## config.mk

```make
export PLATFORM = sky130hd
export DESIGN_NAME = segment_sequencer
export DESIGN_NICKNAME = d
export VERILOG_FILES = /design/src/rtl/segment_sequencer_pkg.sv /design/src/rtl/segment_index_counter.sv /design/src/rtl/segment_sequencer.sv
export SDC_FILE = /design/constraint.sdc
export NUM_CORES = 1
export LEC_CHECK = 0
export BUFFER_PORTS_ARGS = -buffer_cell sky130_fd_sc_hd__buf_2
export CAP_MARGIN = 0
export CORE_AREA = 2 2 144 146
export CTS_CLUSTER_SIZE = 20
export DETAILED_ROUTE_END_ITERATION = 12
export DIE_AREA = 0 0 146 148
export PLACE_DENSITY = 0.86
export SYNTH_ARGS = -nofsm -noshare
export SYNTH_HDL_FRONTEND = slang
export SYNTH_SLANG_ARGS = --single-unit
```

## constraint.sdc

```tcl
create_clock -name CLK -period 7.7 [get_ports CLK]
set_clock_uncertainty 0.2 [all_clocks]
set_input_delay 0.77 -clock CLK [delete_from_list [all_inputs] [get_ports CLK]]
set_output_delay 0.77 -clock CLK [all_outputs]
set_load 0.01 [all_outputs]
```

## src/rtl/segment_sequencer_pkg.sv

```systemverilog
// Shared types and constants for the N-segment playback sequencer.
package segment_sequencer_pkg;

  typedef enum logic [1:0] {
    MODE_IMMEDIATE = 2'd0,
    MODE_AT_WRAP   = 2'd1,
    MODE_EXT_TRIG  = 2'd2
  } transition_mode_t;

  typedef enum logic [1:0] {
    ST_RUN     = 2'd0,
    ST_PENDING = 2'd1,
    ST_STOPPED = 2'd2
  } seq_state_t;

  // Repeat value meaning "loop forever"; sliced down to the instance width.
  localparam int unsigned REP_MAX_WIDTH = 64;
  localparam logic [REP_MAX_WIDTH-1:0] REP_INFINITE = '1;

  function automatic int unsigned seg_width(input int unsigned n);
    return (n > 2) ? $clog2(n) : 1;
  endfunction

endpackage

```

## src/rtl/segment_index_counter.sv

```systemverilog
// Divider, read index and loop counter for the active segment.
// Active settings are captured only on load; live inputs are otherwise ignored.
module segment_index_counter
  import segment_sequencer_pkg::*;
#(
  parameter int unsigned IDX_WIDTH = 16,
  parameter int unsigned DIV_WIDTH = 32,
  parameter int unsigned REP_WIDTH = 32
) (
  input  logic                 clk,
  input  logic                 rst,
  input  logic                 load,
  input  logic [IDX_WIDTH-1:0] load_cycle,
  input  logic [DIV_WIDTH-1:0] load_div,
  input  logic [REP_WIDTH-1:0] load_rep,
  output logic [IDX_WIDTH-1:0] idx,
  output logic                 idx_strobe,
  output logic                 stop,
  output logic                 wrap_c
);

  logic [IDX_WIDTH-1:0] cycle_q, cycle_d;
  logic [DIV_WIDTH-1:0] div_q, div_d;
  logic [REP_WIDTH-1:0] rep_q, rep_d;
  logic [DIV_WIDTH-1:0] div_cnt_q, div_cnt_d;
  logic [REP_WIDTH-1:0] loop_q, loop_d;
  logic [IDX_WIDTH-1:0] idx_q, idx_d;
  logic                 strobe_q, strobe_d;
  logic                 stop_q, stop_d;

  logic tc_c;
  logic last_c;
  logic rep_inf_c;

  assign tc_c      = (div_cnt_q == div_q - DIV_WIDTH'(1));
  assign last_c    = (idx_q == cycle_q);
  assign rep_inf_c = (rep_q == REP_INFINITE[REP_WIDTH-1:0]);
  assign wrap_c    = ~stop_q & tc_c & last_c;

  always_comb begin
    cycle_d   = cycle_q;
    div_d     = div_q;
    rep_d     = rep_q;
    div_cnt_d = div_cnt_q;
    loop_d    = loop_q;
    idx_d     = idx_q;
    strobe_d  = 1'b0;
    stop_d    = stop_q;
    if (load) begin
      cycle_d   = load_cycle;
      div_d     = (load_div == '0) ? DIV_WIDTH'(1) : load_div;
      rep_d     = load_rep;
      div_cnt_d = '0;
      loop_d    = '0;
      idx_d     = '0;
      strobe_d  = 1'b1;
      stop_d    = 1'b0;
    end else if (!stop_q) begin
      if (tc_c) begin
        div_cnt_d = '0;
        if (last_c) begin
          // Final loop ends by freezing on the last index rather than wrapping.
          if (!rep_inf_c && (loop_q == rep_q)) begin
            stop_d = 1'b1;
          end else begin
            idx_d    = '0;
            loop_d   = loop_q + REP_WIDTH'(1);
            strobe_d = 1'b1;
          end
        end else begin
          idx_d    = idx_q + IDX_WIDTH'(1);
          strobe_d = 1'b1;
        end
      end else begin
        div_cnt_d = div_cnt_q + DIV_WIDTH'(1);
      end
    end
  end

  always_ff @(posedge clk or posedge rst) begin
    if (rst) begin
      cycle_q   <= '0;
      div_q     <= DIV_WIDTH'(1);
      rep_q     <= REP_INFINITE[REP_WIDTH-1:0];
      div_cnt_q <= '0;
      loop_q    <= '0;
      idx_q     <= '0;
      strobe_q  <= 1'b0;
      stop_q    <= 1'b0;
    end else begin
      cycle_q   <= cycle_d;
      div_q     <= div_d;
      rep_q     <= rep_d;
      div_cnt_q <= div_cnt_d;
      loop_q    <= loop_d;
      idx_q     <= idx_d;
      strobe_q  <= strobe_d;
      stop_q    <= stop_d;
    end
  end

  assign idx        = idx_q;
  assign idx_strobe = strobe_q;
  assign stop       = stop_q;

endmodule

```

## src/rtl/segment_sequencer.sv

```systemverilog
// N-segment playback sequencer: request FSM and per-segment settings mux.
// SEGMENT_SEQUENCER_EXT_TRIG_EN adds the TRIG port and the external-trigger mode.
module segment_sequencer
  import segment_sequencer_pkg::*;
#(
  parameter  int unsigned NUM_SEGMENTS = 2,
  parameter  int unsigned IDX_WIDTH    = 16,
  parameter  int unsigned DIV_WIDTH    = 32,
  parameter  int unsigned REP_WIDTH    = 32,
  localparam int unsigned SEG_W        = seg_width(NUM_SEGMENTS)
) (
  input  logic                              CLK,
  input  logic                              RST,
  input  logic                              UPDATE,
  input  logic [SEG_W-1:0]                  REQ_SEGMENT,
  input  logic [1:0]                        TRANSITION_MODE,
  input  logic [NUM_SEGMENTS*IDX_WIDTH-1:0] CYCLE,
  input  logic [NUM_SEGMENTS*DIV_WIDTH-1:0] FREQ_DIV,
  input  logic [NUM_SEGMENTS*REP_WIDTH-1:0] REP,
`ifdef SEGMENT_SEQUENCER_EXT_TRIG_EN
  input  logic                              TRIG,
`endif
  output logic [IDX_WIDTH-1:0]              IDX,
  output logic                              IDX_STROBE,
  output logic [SEG_W-1:0]                  SEGMENT,
  output logic                              STOP,
  output logic                              BUSY
);

  seq_state_t       state_q, state_d;
  logic [SEG_W-1:0] pend_seg_q, pend_seg_d;
  transition_mode_t pend_mode_q, pend_mode_d;
  logic [SEG_W-1:0] segment_q, segment_d;
  logic             busy_q, busy_d;

  logic                 mode_ok_c;
  logic                 req_ok_c;
  logic                 load_c;
  logic [SEG_W-1:0]     tgt_seg_c;
  logic                 trig_rise_c;
  logic                 cnt_wrap_c;
  logic                 cnt_stop;
  logic [IDX_WIDTH-1:0] sel_cycle_c;
  logic [DIV_WIDTH-1:0] sel_div_c;
  logic [REP_WIDTH-1:0] sel_rep_c;

`ifdef SEGMENT_SEQUENCER_EXT_TRIG_EN
  logic [2:0] trig_sync_q, trig_sync_d;

  // Two stages of synchronisation plus one for edge detection.
  always_comb begin
    trig_sync_d = {trig_sync_q[1:0], TRIG};
  end

  always_ff @(posedge CLK or posedge RST) begin
    if (RST) trig_sync_q <= '0;
    else     trig_sync_q <= trig_sync_d;
  end

  assign trig_rise_c = trig_sync_q[1] & ~trig_sync_q[2];
  assign mode_ok_c   = (TRANSITION_MODE != 2'd3);
`else
  assign trig_rise_c = 1'b0;
  assign mode_ok_c   = (TRANSITION_MODE == 2'(MODE_IMMEDIATE)) ||
                       (TRANSITION_MODE == 2'(MODE_AT_WRAP));
`endif

  assign req_ok_c = UPDATE & mode_ok_c & (32'(REQ_SEGMENT) < NUM_SEGMENTS);

  // State register
  always_ff @(posedge CLK or posedge RST) begin
    if (RST) begin
      state_q     <= ST_RUN;
      pend_seg_q  <= '0;
      pend_mode_q <= MODE_IMMEDIATE;
      segment_q   <= '0;
      busy_q      <= 1'b0;
    end else begin
      state_q     <= state_d;
      pend_seg_q  <= pend_seg_d;
      pend_mode_q <= pend_mode_d;
      segment_q   <= segment_d;
      busy_q      <= busy_d;
    end
  end

  // Next state: a fresh request is judged on its own mode; AT_WRAP on a frozen
  // segment has no wrap to wait for, so it switches straight away.
  always_comb begin
    state_d     = state_q;
    pend_seg_d  = pend_seg_q;
    pend_mode_d = pend_mode_q;
    load_c      = 1'b0;
    tgt_seg_c   = pend_seg_q;
    if (req_ok_c) begin
      tgt_seg_c = REQ_SEGMENT;
      if ((TRANSITION_MODE == 2'(MODE_IMMEDIATE)) ||
          ((TRANSITION_MODE == 2'(MODE_AT_WRAP)) && cnt_stop)) begin
        load_c = 1'b1;
      end else begin
        state_d     = ST_PENDING;
        pend_seg_d  = REQ_SEGMENT;
        pend_mode_d = transition_mode_t'(TRANSITION_MODE);
      end
    end else if (state_q == ST_PENDING) begin
      if (((pend_mode_q == MODE_AT_WRAP) && cnt_wrap_c) ||
          ((pend_mode_q == MODE_EXT_TRIG) && trig_rise_c)) begin
        load_c = 1'b1;
      end
    end else if ((state_q == ST_RUN) && cnt_stop) begin
      state_d = ST_STOPPED;
    end
    if (load_c) state_d = ST_RUN;
  end

  // Registered outputs
  always_comb begin
    segment_d = segment_q;
    busy_d    = (state_d == ST_PENDING);
    if (load_c) segment_d = tgt_seg_c;
  end

  // Settings of the segment being switched to
  always_comb begin
    sel_cycle_c = '0;
    sel_div_c   = '0;
    sel_rep_c   = '0;
    for (int unsigned k = 0; k < NUM_SEGMENTS; k++) begin
      if (tgt_seg_c == SEG_W'(k)) begin
        sel_cycle_c = CYCLE[k*IDX_WIDTH +: IDX_WIDTH];
        sel_div_c   = FREQ_DIV[k*DIV_WIDTH +: DIV_WIDTH];
        sel_rep_c   = REP[k*REP_WIDTH +: REP_WIDTH];
      end
    end
  end

  segment_index_counter #(
    .IDX_WIDTH (IDX_WIDTH),
    .DIV_WIDTH (DIV_WIDTH),
    .REP_WIDTH (REP_WIDTH)
  ) u_counter (
    .clk        (CLK),
    .rst        (RST),
    .load       (load_c),
    .load_cycle (sel_cycle_c),
    .load_div   (sel_div_c),
    .load_rep   (sel_rep_c),
    .idx        (IDX),
    .idx_strobe (IDX_STROBE),
    .stop       (cnt_stop),
    .wrap_c     (cnt_wrap_c)
  );

  assign SEGMENT = segment_q;
  assign STOP    = cnt_stop;
  assign BUSY    = busy_q;

endmodule

```

After elaboration in Yosys (flattened, before gate mapping)
Index checks and enable logic that the tools add are counted.

Memories kept: 0. Register bits: 169. Word-level logic and storage cells: 85. Output and inout bits: 20. Bits in latches: 0. Input port bits: 166. Memory bits (read-only): 0. RAM bits: 0.

Divide/modulo/power cells: 0. Add/subtract/negate cells: 4. Order comparisons: 0. Multiplexer cells: 37. Reduce and logical (&&, ||, !) cells: 15. Multipliers: 0. Equal/unequal tests: 11. Bitwise gates (word level): 5. Shift-type cells: 0.

Operators by type and width (count): $mux 32 (11); $mux 16 (6); $add 32x1->32 const B (2); $eq 32x32->1 (2); $eq 32x32->1 const B (1); $logic_not 32->1 (1); $sub 32x1->32 const B (1); $add 16x1->16 const B (1); $eq 16x16->1 (1); $mux 1 (15); $mux 2 (5); $eq 2x1->1 const B (4); $logic_and 1x1->1 (4); $logic_not 2->1 (2); $ne 2x2->1 const B (2); $reduce_and 4->1 (1); $reduce_bool 2->1 (2); $and 1x1->1 (3); $ne 3x3->1 const B (1); $reduce_and 3->1 (1); $logic_or 1x1->1 (2); $not 1->1 (2); $reduce_and 2->1 (1); $logic_not 1->1 (1).

Logic depth before layout (Yosys ltp)
Word-level depth: 10. Mapped depth: 14. Gate-level depth less buffers: 11.

Modules after synthesis
A second synthesis with hierarchy kept.

Cells, all modules: 1085. Area, all modules: 10867.9 um2.

By module, submodules not included: segment_index_counter (times used 1, seq. area each 4095.2 um2, cells an instance 966, area each 9595.5 um2); segment_sequencer (times used 1, seq. area each 175.2 um2, cells an instance 119, area each 1272.5 um2).

Worst setup path before layout
OpenSTA, ideal clock, no wires.

Path type: register to register. From: reg u_counter.div_q[1]. To: reg u_counter.loop_q[12]. Setup time: 78 ps. Data required time: 7422 ps. Path slack: 4031 ps. Buffers on the path: 1. Stages on the path, launching flop included: 13. Arrival time: 3391 ps. Period minus slack after synthesis: 3669 ps. Cells stage by stage: dfrtp_1 -> inv_1 -> ha_1 -> nor3b_2 -> nand3_2 -> or3_1 -> a2111oi_2 -> o2111ai_1 -> nor4_4 -> nand2_2 -> buf_2 -> or4_1 -> a21boi_1.

Cells in the longest elaborated chain, start to end: 10. Elaborated cells between the ends (all ways): 14. Classes of those cells: 1 x add/sub; 3 x eq/ne; 4 x mux; 2 x bitwise; 4 x reduce/logical.

Ends and longest elaborated chain: from (decl) (RTL line segment_index_counter.sv:23) `logic [DIV_WIDTH-1:0] div_q, div_d;`; from (signal assigned) (RTL line segment_index_counter.sv:92) `div_q <= div_d;`; $sub 32x1->32 * (RTL line segment_index_counter.sv:35) `assign tc_c = (div_cnt_q == div_q - DIV_WIDTH'(1));`; $eq 32x32->1 * (RTL line segment_index_counter.sv:35); $and 1x1->1 (2 in series) (RTL line segment_index_counter.sv:38) `assign wrap_c = ~stop_q & tc_c & last_c;`; $logic_and 1x1->1 (RTL line segment_sequencer.sv:106) `if (((pend_mode_q == MODE_AT_WRAP) && cnt_wrap_c) ||`; $mux 1 (RTL line segment_sequencer.sv:106); $mux 1 (RTL line segment_sequencer.sv:105) `end else if (state_q == ST_PENDING) begin`; $mux 1 (RTL line segment_sequencer.sv:95) `if (req_ok_c) begin`; $ne 2x2->1 (no source line) or $reduce_bool 2->1 (tied branches); $reduce_and 4->1 (no source line); to (signal assigned) (RTL line segment_index_counter.sv:95) `loop_q <= loop_d;`; to (decl) (RTL line segment_index_counter.sv:26) `logic [REP_WIDTH-1:0] loop_q, loop_d;`.

Every way passes the cells marked *; elsewhere a longest branch is shown, timed or not. A chain may end at the register's enable or synchronous reset.

Final worst setup path
From: reg u_counter.div_q[1]. To: reg u_counter.loop_q[4].

Same word-level chain as after synthesis.

==> out/results.tsv <==
metric	value	unit
drt drc	0	
wire per inst	16.8	um
die area	21600	sq um
CTS Buffer Depth	2	
final worst-path cycle share	70.5	%
max-cap viol count	0	
Seq/Total Area, Yosys	41.4	%
antenna violations before repair	0	
Die X	146	um
delay-heaviest family, CP	simple AND/OR/NAND/NOR gates	
Sink Count	169	
FP Rows	52	
worst path required time	7800	ps
ys async rst share	100	%
gpl congestion	0.957	
global-route wire length before repair	43.7	mm
crit-path cells	inv_1, ha_1, nor3b_2, nand3_2, or3_1, a2111oi_2, o2111ai_1, nor4_2, nor2_4, buf_4, buf_4, o211ai_1, o31ai_1	
number of inserted diodes	0	
I/O pins	186	
Period minus WS final	5430	ps
CTS tree	done	
clock-pin slew on the worst setup and hold paths	70	ps
layout cells sized above 1	21.8	%
CP bufs+invs	3	
critical path endpoint category	register	
outcome	complete, no violations	
H-tree levels	4	
PortBufs	185	
cells on worst reg2reg path	13	
Finished Core Util	60.0	%
routed vias/inst	5.81	
Worst R2R Setup Slack	2270	ps
GRT Overall Usage	24.9	%
Cell variety after synth	66	
CP max-delay cell	nor4_2	
Nets	1447	
Die Y	148	um
slew at the pin with the worst max-slew slack	1180	ps
Worst setup endpoint	u_counter.loop_q[4]	
HPWL Detailed	19.2	mm
Synth Register Bits	169	
setup total negative slack	0	ps
Final Slew Violations	0	
syn nets	1298	
clk root buf	clkbuf_16	
antenna-violating nets left	0	
fmax	0.184	GHz
Mapped Area	10300	sq um
Worst Min Path Start	pend_mode_q[0]	
CP dominant cell by count	buf_4	
max incr delay on CP	1040	ps
Worst IR Drop VDD	0.157	mV
area of the multi-input gates	5750	sq um
Worst Hold Class	reg -> reg	
1st-iter DRT viols	772	
fillcell total	1700	
R2R Path End	u_counter.loop_q[4]	
final setup vio count	0	
WP depth	13	
slew margin rel.	20.8	%
Synth Flop Type	dfrtp_1	
RSZ-0062 raised after global routing	false	
Synth Warn #	0	
flip-flop and latch area	4270	sq um
Pleak	5.44	nW
# hold bufs at CTS	0	
critical path class	reg -> reg	
clk_lat worst skew	440	ps
syn avg cell area	9.14	sq um
vias in the first global route	8910	
CORE AREA	20000	sq um
Power per Cell Area	223	nW/um^2
via count	9068	
GRT overflow	0	
crit path DAT	5520	ps
Setup crit start kind	register	
Power, Total	2.68	mW
synthesis-to-layout area growth	16.5	%
# Post-CTS Setup Buffers	0	
post-CTS resize count	0	
Mapped Cells	1128	
starting density of the core	51.5	%
Fin. Hold Viols	0	
crit path launch	u_counter.div_q[1]	
R2R Path Start	u_counter.div_q[1]	
largest fanout on the critical path	113	
Num CTS Buffers	17	
EDFF count, synth	0	
largest net degree at the start of global routing	114	
routed wire length	26.2	mm
drt pass-1 iters	5	
-- cell usage in the layout, fill, tap and decap left out, types with 8 or more instances in the layout --
cell type,count
a21oi_1,15
and2_1,9
and3_1,16
buf_2,185
clkbuf_16,17
dfrtp_1,136
dfstp_2,33
inv_1,17
mux2i_1,93
nand2_1,141
nand3_1,39
nand4_1,45
nor2_1,72
nor2b_1,8
nor3_1,20
nor4_1,38
o21ai_0,100
o31ai_1,16
or3_1,25
or4_1,17
xnor2_1,77
xor2_1,52
-- final cells by class --
type,count,share of cell area [%]
inverter,18,0.604
tap,270,2.81
timing repair buffer,191,8.08
multi-input combinational,880,47.9
sequential,169,35.5
clock buffer,17,3.54
clock inverter,15,1.55
-- metrics by stage --
stage	cells	hold slack (ps)	cell area [sq um]	setup slack, ps
after detailed placement	1528	264	11400	2370
final	1560	282	12000	2270
after global routing	1560	316	12000	1900
after CTS	1560	281	12000	2360
after global placement	1528	250	11400	2500
after floorplan	1128	239	10300	2210
-- cell families (layout without fill, tap and decap cells) --
group / after synthesis / in the layout / synth area share (%)
xor gates and xnor gates: 130 / 130 / 11.2
muxes: 95 / 95 / 9.23
adders and majority gates: 4 / 4 / 0.485
DFF: 169 / 169 / 41.4
and+or+nand+nor: 471 / 471 / 24.0
buffers and inverters: 79 / 241 / 3.08
AOI/OAI and AO/OA: 180 / 180 / 10.6
-- synthesized netlist by cell type (all sizes together) (33+ instances only) --
cell type  number  area share, %
clkbuf         48            1.7
dfrtp         136             33
dfstp          33            8.4
mux2i          94            9.1
nand2         142            5.2
nand3          41            2.1
nand4          45            2.7
nor2           74            2.7
nor4           45            3.3
o21ai         100            4.9
xnor2          77            6.5
xor2           52            4.4
-- per-layer routing --
| layer | share of wire [%] | vias up | routed length (um) | track usage, % |
|---|---|---|---|---|
| li1 | - | 4355 | - | - |
| met1 | 42 | 4319 | 11000 | 31.9 |
| met2 | 50 | 331 | 13100 | 41.9 |
| met3 | 5.5 | 63 | 1430 | 4.63 |
| met4 | 2.6 | 0 | 679 | 10.0 |
| met5 | 0 | - | 0 | 0 |
-- power breakdown --
group | switching, mW | leakage (nW) | internal, mW | total [mW]
Sequential | 0.169 | 2.15 | 1.03 | 1.20
Combinational | 0.323 | 2.99 | 0.289 | 0.612
Clock | 0.406 | 0.296 | 0.467 | 0.873
Total | 0.898 | 5.44 | 1.79 | 2.68
-- worst min path at each step --
stage                     slack (ps)              to  cells after the start
after floorplan                  240  pend_mode_q[0]                      1
after global placement           250  pend_mode_q[0]                      1
after detailed placement         260  pend_mode_q[0]                      1
after CTS                        280  pend_mode_q[0]                      1
after global routing             320  pend_mode_q[0]                      1
final                            280  pend_mode_q[0]                      1
-- sequential cells by signal (all words and copies together), names as in the netlist --
| register | count |
|---|---|
| BUSY | 1 |
| state_q | 2 |
| u_counter.cycle_q | 16 |
| u_counter.loop_q | 32 |
| u_counter.div_cnt_q | 32 |
| pend_seg_q | 1 |
| pend_mode_q | 2 |
| u_counter.rep_q | 32 |
| u_counter.idx | 16 |
| SEGMENT | 1 |
| u_counter.stop | 1 |
| u_counter.div_q | 32 |
| u_counter.idx_strobe | 1 |
No activity file was read; power rests on OpenSTA's default activity.
